===== src/rtl/exec_sequencer.sv =====
// exec_sequencer: run controller for the ternary system.
// Sequences the program loader and the CPU through load, execute and halt, owns the single
// shared memory write port, and decides when a run is finished (PC stalled in fetch) or has
// run away (execute-cycle watchdog).
//
// Ports:
//   clock, reset                  system clock, asynchronous active-high reset
//   start                         run request (IDLE or HALTED only)
//   ld_start                      one-cycle loader start pulse
//   ld_done, ld_mem_*             loader status and memory write request
//   cpu_clear, cpu_run            one-cycle CPU soft clear, CPU clock-enable
//   cpu_pc, cpu_state, cpu_mem_*  CPU status and memory write request
//   mem_write, mem_addr,
//   mem_write_data                shared memory write port (combinational mux)
//   system_state                  IDLE=0, LOADING=1, EXECUTING=2, HALTED=3
//   halted, timeout               run finished; finish caused by the watchdog
//   exec_cycles                   saturating count of cpu_run cycles
module exec_sequencer #(
    parameter logic [2:0]  FETCH_STATE = 3'd0,
    parameter int unsigned HALT_CYCLES = 5,
    parameter int unsigned MAX_CYCLES  = 1000,
    parameter int unsigned CNT_W       = 16
) (
    input  logic             clock,
    input  logic             reset,
    input  logic             start,
    output logic             ld_start,
    input  logic             ld_done,
    input  logic             ld_mem_write,
    input  logic [17:0]      ld_mem_addr,
    input  logic [17:0]      ld_mem_write_data,
    output logic             cpu_clear,
    output logic             cpu_run,
    input  logic [17:0]      cpu_pc,
    input  logic [2:0]       cpu_state,
    input  logic             cpu_mem_write,
    input  logic [17:0]      cpu_mem_address,
    input  logic [17:0]      cpu_mem_write_data,
    output logic             mem_write,
    output logic [17:0]      mem_addr,
    output logic [17:0]      mem_write_data,
    output logic [1:0]       system_state,
    output logic             halted,
    output logic             timeout,
    output logic [CNT_W-1:0] exec_cycles
);

    localparam logic [1:0] IDLE      = 2'd0;
    localparam logic [1:0] LOADING   = 2'd1;
    localparam logic [1:0] EXECUTING = 2'd2;
    localparam logic [1:0] HALTED    = 2'd3;

    localparam int unsigned       STALL_W    = $clog2(HALT_CYCLES + 1);
    localparam logic [STALL_W-1:0] STALL_LAST = STALL_W'(HALT_CYCLES - 1);
    localparam logic [CNT_W-1:0]   WDOG_LAST  = CNT_W'(MAX_CYCLES - 1);
    // All-ones is not a valid trit pattern, so the first fetch can never match it.
    localparam logic [17:0]        PC_INVALID = 18'h3FFFF;

    logic [1:0]         state_q, state_d;
    logic               ld_start_q, ld_start_d;
    logic               cpu_clear_q, cpu_clear_d;
    logic               cpu_run_q, cpu_run_d;
    logic               halted_q, halted_d;
    logic               timeout_q, timeout_d;
    logic [CNT_W-1:0]   exec_cycles_q, exec_cycles_d;
    logic [STALL_W-1:0] stall_cnt_q, stall_cnt_d;
    logic [17:0]        prev_pc_q, prev_pc_d;

    logic stall_match;
    logic stall_hit;
    logic wdog_hit;

    always_comb begin
        stall_match = cpu_run_q && (cpu_state == FETCH_STATE) && (cpu_pc == prev_pc_q);
        stall_hit   = stall_match && (stall_cnt_q == STALL_LAST);
        wdog_hit    = (MAX_CYCLES != 0) && cpu_run_q && (exec_cycles_q == WDOG_LAST);

        state_d       = state_q;
        ld_start_d    = 1'b0;
        cpu_clear_d   = 1'b0;
        cpu_run_d     = 1'b0;
        halted_d      = halted_q;
        timeout_d     = timeout_q;
        exec_cycles_d = exec_cycles_q;
        stall_cnt_d   = stall_cnt_q;
        prev_pc_d     = prev_pc_q;

        if (cpu_run_q) begin
            prev_pc_d   = cpu_pc;
            stall_cnt_d = stall_match ? stall_cnt_q + 1'b1 : '0;
            if (exec_cycles_q != '1) begin
                exec_cycles_d = exec_cycles_q + 1'b1;
            end
        end

        case (state_q)
            IDLE: begin
                if (start) begin
                    state_d    = LOADING;
                    ld_start_d = 1'b1;
                end
            end
            LOADING: begin
                if (ld_done) begin
                    state_d     = EXECUTING;
                    cpu_clear_d = 1'b1;
                    prev_pc_d   = PC_INVALID;
                    stall_cnt_d = '0;
                end
            end
            EXECUTING: begin
                if (stall_hit || wdog_hit) begin
                    state_d   = HALTED;
                    halted_d  = 1'b1;
                    // A genuine completion wins over a coincident watchdog expiry.
                    timeout_d = wdog_hit && !stall_hit;
                end else begin
                    cpu_run_d = 1'b1;
                end
            end
            HALTED: begin
                if (start) begin
                    state_d       = LOADING;
                    ld_start_d    = 1'b1;
                    halted_d      = 1'b0;
                    timeout_d     = 1'b0;
                    exec_cycles_d = '0;
                end
            end
            default: state_d = IDLE;
        endcase
    end

    always_ff @(posedge clock or posedge reset) begin
        if (reset) begin
            state_q       <= IDLE;
            ld_start_q    <= 1'b0;
            cpu_clear_q   <= 1'b0;
            cpu_run_q     <= 1'b0;
            halted_q      <= 1'b0;
            timeout_q     <= 1'b0;
            exec_cycles_q <= '0;
            stall_cnt_q   <= '0;
            prev_pc_q     <= PC_INVALID;
        end else begin
            state_q       <= state_d;
            ld_start_q    <= ld_start_d;
            cpu_clear_q   <= cpu_clear_d;
            cpu_run_q     <= cpu_run_d;
            halted_q      <= halted_d;
            timeout_q     <= timeout_d;
            exec_cycles_q <= exec_cycles_d;
            stall_cnt_q   <= stall_cnt_d;
            prev_pc_q     <= prev_pc_d;
        end
    end

    // Memory port: zero-latency ownership mux; writes from the non-owner never get through.
    always_comb begin
        mem_write      = 1'b0;
        mem_addr       = '0;
        mem_write_data = '0;
        case (state_q)
            LOADING: begin
                mem_write      = ld_mem_write;
                mem_addr       = ld_mem_addr;
                mem_write_data = ld_mem_write_data;
            end
            EXECUTING: begin
                mem_write      = cpu_mem_write;
                mem_addr       = cpu_mem_address;
                mem_write_data = cpu_mem_write_data;
            end
            HALTED: begin
                mem_addr       = cpu_mem_address;
                mem_write_data = cpu_mem_write_data;
            end
            default: ;
        endcase
    end

    assign system_state = state_q;
    assign ld_start     = ld_start_q;
    assign cpu_clear    = cpu_clear_q;
    assign cpu_run      = cpu_run_q;
    assign halted       = halted_q;
    assign timeout      = timeout_q;
    assign exec_cycles  = exec_cycles_q;

endmodule

===== config.mk =====
export PLATFORM = sky130hd
export DESIGN_NAME = exec_sequencer
export DESIGN_NICKNAME = d
export VERILOG_FILES = /design/src/rtl/exec_sequencer.sv
export SDC_FILE = /design/constraint.sdc
export NUM_CORES = 1
export LEC_CHECK = 0
export CORE_MARGIN = 3
export CORE_UTILIZATION = 40
export CTS_CLUSTER_DIAMETER = 50
export CTS_CLUSTER_SIZE = 10
export DETAILED_ROUTE_END_ITERATION = 10
export PLACE_DENSITY = 0.87
export REMOVE_ABC_BUFFERS = 1
export SLEW_MARGIN = 0
export SYNTH_ARGS = -nofsm -noshare
export SYNTH_HDL_FRONTEND = slang
export SYNTH_SLANG_ARGS = --single-unit

===== constraint.sdc =====
create_clock -name clock -period 2.6 [get_ports clock]
set_clock_uncertainty 0.2 [all_clocks]
set_input_delay 0.26 -clock clock [delete_from_list [all_inputs] [get_ports clock]]
set_output_delay 0.26 -clock clock [all_outputs]
set_load 0.03 [all_outputs]

==> impl_metrics.json <==
{
  "clk_latency_ns": 0.29,
  "syn_inst": 332,
  "post_cts.repair.setup_buffers": 0,
  "place_area_sq_um": 4690,
  "combPwrFrac": 0.686,
  "ys_types": 44,
  "p_sw_uw": 2260,
  "clockRootBuffer": "clkbuf_8",
  "async_flop_share": 1.00,
  "syn_area_per_cell_sq_um": 8.78,
  "reg2regPathDepth": 6,
  "cp.arrival_ns": 1.94,
  "startpoint_type": "flip-flop",
  "routedWlPerCell_um": 19.6,
  "nNetsFinal": 593,
  "die_area_sq_um": 8350,
  "boundaryPins": 159,
  "synth_edf_count": 0,
  "cts.sinks": 44,
  "coreArea_sq_um": 6940,
  "critPathRequiredTime_ns": 2.14,
  "clockBufferDepth": 2,
  "drtIter0Drc": 164,
  "cp-endpoint": "mem_addr[14]",
  "route.detailed.drc": 0,
  "initial_core_util": 0.420,
  "hp-class": "input pin to asynchronous set/reset pin",
  "yosysSeqAreaShare": 0.385,
  "synthFlopType": "dfrtp_1",
  "place_congestion": 0.904,
  "stdcell_area_sq_um": 4810,
  "antenna_left": 0,
  "drt_wl_total_mm": 11.5,
  "dr.pass1.iters": 4,
  "relSlewSlack": 0.584,
  "port_buffers": 158,
  "timing.hold.ws_ns": 0.209,
  "run_status": "finished, final reports clean",
  "dp_hpwl_mm": 8.88,
  "grt_pass1_wl_mm": 17.4,
  "synth_warnings": 0,
  "area_delta_synth_final_pct": 65.0,
  "vias_per_cell": 5.55,
  "yosys_register_bits": 44,
  "synth.area.top_cells": "dfrtp_1 (22%), dfstp_2 (16%), a22oi_1 (9.5%), nor2_1 (7.1%), mux2i_1 (6.9%)",
  "layout_min_cycle_time_ns": 2.40,
  "r2r_slack_ns": 0.24,
  "crit_start": "system_state[1]",
  "swShare": 0.460,
  "ir_worst_vdd_v": 0.000492,
  "synth.top_cell.area_share": 0.223,
  "cts_buffers": 5,
  "die_y_um": 91.4,
  "fill_cells": 529,
  "num_antenna_cells": 0,
  "fp-row-count": 30,
  "timing.rr.end": "exec_cycles[1]",
  "grt_max_degree": 45,
  "clkPwrFrac": 0.105,
  "crit_path_end_kind": "output port",
  "vias": 3241,
  "tightest_slew_ns": 0.618,
  "crit_fanout": 40,
  "fmax_mhz": 416,
  "clkSlewWorstSetupHoldPaths_ns": 0.08,
  "grt_usage": 0.267,
  "yosys.area.top_type": "dfrtp_1",
  "cap_violations": 0,
  "critPathKind": "flip-flop to output port",
  "holdBufCountCts": 0,
  "power.internal_uw": 2660,
  "cts-htree-levels": 2,
  "hold_violations": 0,
  "rsz0062_at_grt": "false",
  "p_seq_frac": 0.209,
  "grt_overflow": 0,
  "rr_startpoint": "exec_cycles[0]",
  "slew_violations": 0,
  "netlist_area_sq_um": 2920,
  "p_leak_uw": 0.00201,
  "timing.final.crit_share": 0.924,
  "drive_gt1_frac": 0.166,
  "powerDensity_nw_per_um2": 1020,
  "grt_antenna_before_repair": 0,
  "grt_pass1_vias": 3105,
  "die_w_um": 91.4,
  "tritoncts": "yes",
  "setup_viol": 0
}
-- final cells by class --
class                      count  area (sq um)  share of cell area
multi-input combinational    261          1700               0.353
clock buffer                   6          72.6              0.0151
timing repair buffer         167          1730               0.360
tap                           96           120              0.0250
inverter                       8          30.0             0.00624
sequential                    44          1120               0.233
clock inverter                 2          35.0             0.00728
-- registers in the layout, indices dropped and copies added (netlist names) --
register and flops:
cpu_clear 1, cpu_run 1, exec_cycles 16, halted 1
ld_start 1, prev_pc_q 18, stall_cnt_q 3, system_state 2
timeout 1
-- how the worst min path moves through the flow --
stage,from,cells after the start,slack [ns],end
after detailed placement,prev_pc_q[0],2,0.34,prev_pc_q[0]
after floorplan,cpu_pc[0],2,0.20,prev_pc_q[0]
after global routing,reset,3,0.27,exec_cycles[1]
after CTS,reset,3,0.22,exec_cycles[1]
final,reset,3,0.21,exec_cycles[1]
after global placement,stall_cnt_q[2],2,0.33,stall_cnt_q[2]
-- cell families (layout without fill, tap and decap cells) --
| kind of cell | count (synthesis) | count (layout) | synth area share |
|---|---|---|---|
| buffers and inverters | 28 | 183 | 0.0369 |
| XOR/XNOR | 27 | 27 | 0.0811 |
| multiplexers | 20 | 20 | 0.0686 |
| AO/OA/AOI/OAI | 62 | 62 | 0.155 |
| adder cells (fa/ha/maj) | 7 | 7 | 0.0300 |
| AND/OR/NAND/NOR | 144 | 145 | 0.243 |
| flip-flops | 44 | 44 | 0.385 |
-- through the flow --
stage	power [uW]	setup TNS [ns]	std cells	worst slack (ns)	utilization
floorplan	2870	-0.435	312	-0.124	-
global placement	4290	0	575	0.312	0.675
detailed placement	4360	0	575	0.211	0.675
CTS	4900	0	583	0.0746	0.691
global route	5170	0	584	0.0306	0.693
finish	4920	0	584	0.197	0.693
-- cells in the final DEF, fill, tap and decap left out, drive strengths merged, types with 2 or more instances in the layout --
cell type        n
o21ai            6
nand3b           2
clkbuf           6
a22oi           37
a21oi            8
and4             3
nor3             7
nor2            55
o311ai           2
or4              4
or2              2
mux2i           20
o211ai           2
nor2b            6
and3             3
inv              8
xnor2           20
nand3           11
dfrtp           26
clkdlybuf4s50  121
or3              2
nand4           11
xor2             7
nand2b           3
buf             46
dfstp           18
and2             3
nor4             2
ha               7
nand2           28
-- power by group through the flow --
stage	clock (uW)	sequential (uW)	combinational (uW)
after floorplan	0	1150	1720
after global placement	0	1030	3260
after detailed placement	0	1040	3320
after CTS	526	1030	3340
after global routing	557	1050	3560
final	515	1030	3380
-- critical path, stage by stage (launching register included) --
cell and delay, ns:
dfrtp_1 0.43, inv_1 0.14, ha_1 0.17, buf_4 0.36, a22oi_1 0.17, nor2_1 0.21, buf_12 0.15
-- cells in the mapped netlist (2+ instances only) --
| cell | count |
|---|---|
| clkbuf_1 | 13 |
| o21ai_0 | 5 |
| o311ai_0 | 2 |
| buf_2 | 2 |
| ha_1 | 7 |
| or4_1 | 2 |
| nor2b_1 | 6 |
| buf_1 | 5 |
| xnor2_1 | 20 |
| o211ai_1 | 2 |
| or4_4 | 2 |
| dfstp_2 | 18 |
| inv_1 | 8 |
| nand2b_1 | 3 |
| a22oi_1 | 37 |
| mux2i_1 | 20 |
| a21oi_1 | 8 |
| nand3b_1 | 2 |
| and2_1 | 3 |
| and4_2 | 2 |
| nor2_1 | 55 |
| dfrtp_1 | 26 |
| nor3_1 | 7 |
| nand4_1 | 11 |
| nor4_1 | 2 |
| nand2_1 | 28 |
| or3_1 | 2 |
| nand3_1 | 11 |
| and3_1 | 2 |
| xor2_1 | 7 |
-- routing by layer --
layer / track usage / part of all wire / vias up
li1: - / - / 1498
met1: 0.282 / 0.35 / 1542
met2: 0.474 / 0.51 / 173
met3: 0.0870 / 0.090 / 28
met4: 0.127 / 0.044 / 0
met5: 0 / 0 / -
-- timing repair --
item                       in CTS  in global routing
resized for setup               1                  2
gates cloned                    0                  1
setup endpoints to repair      36                 19
pin swaps                       0                  1
Power figures use the tool's default switching activity.
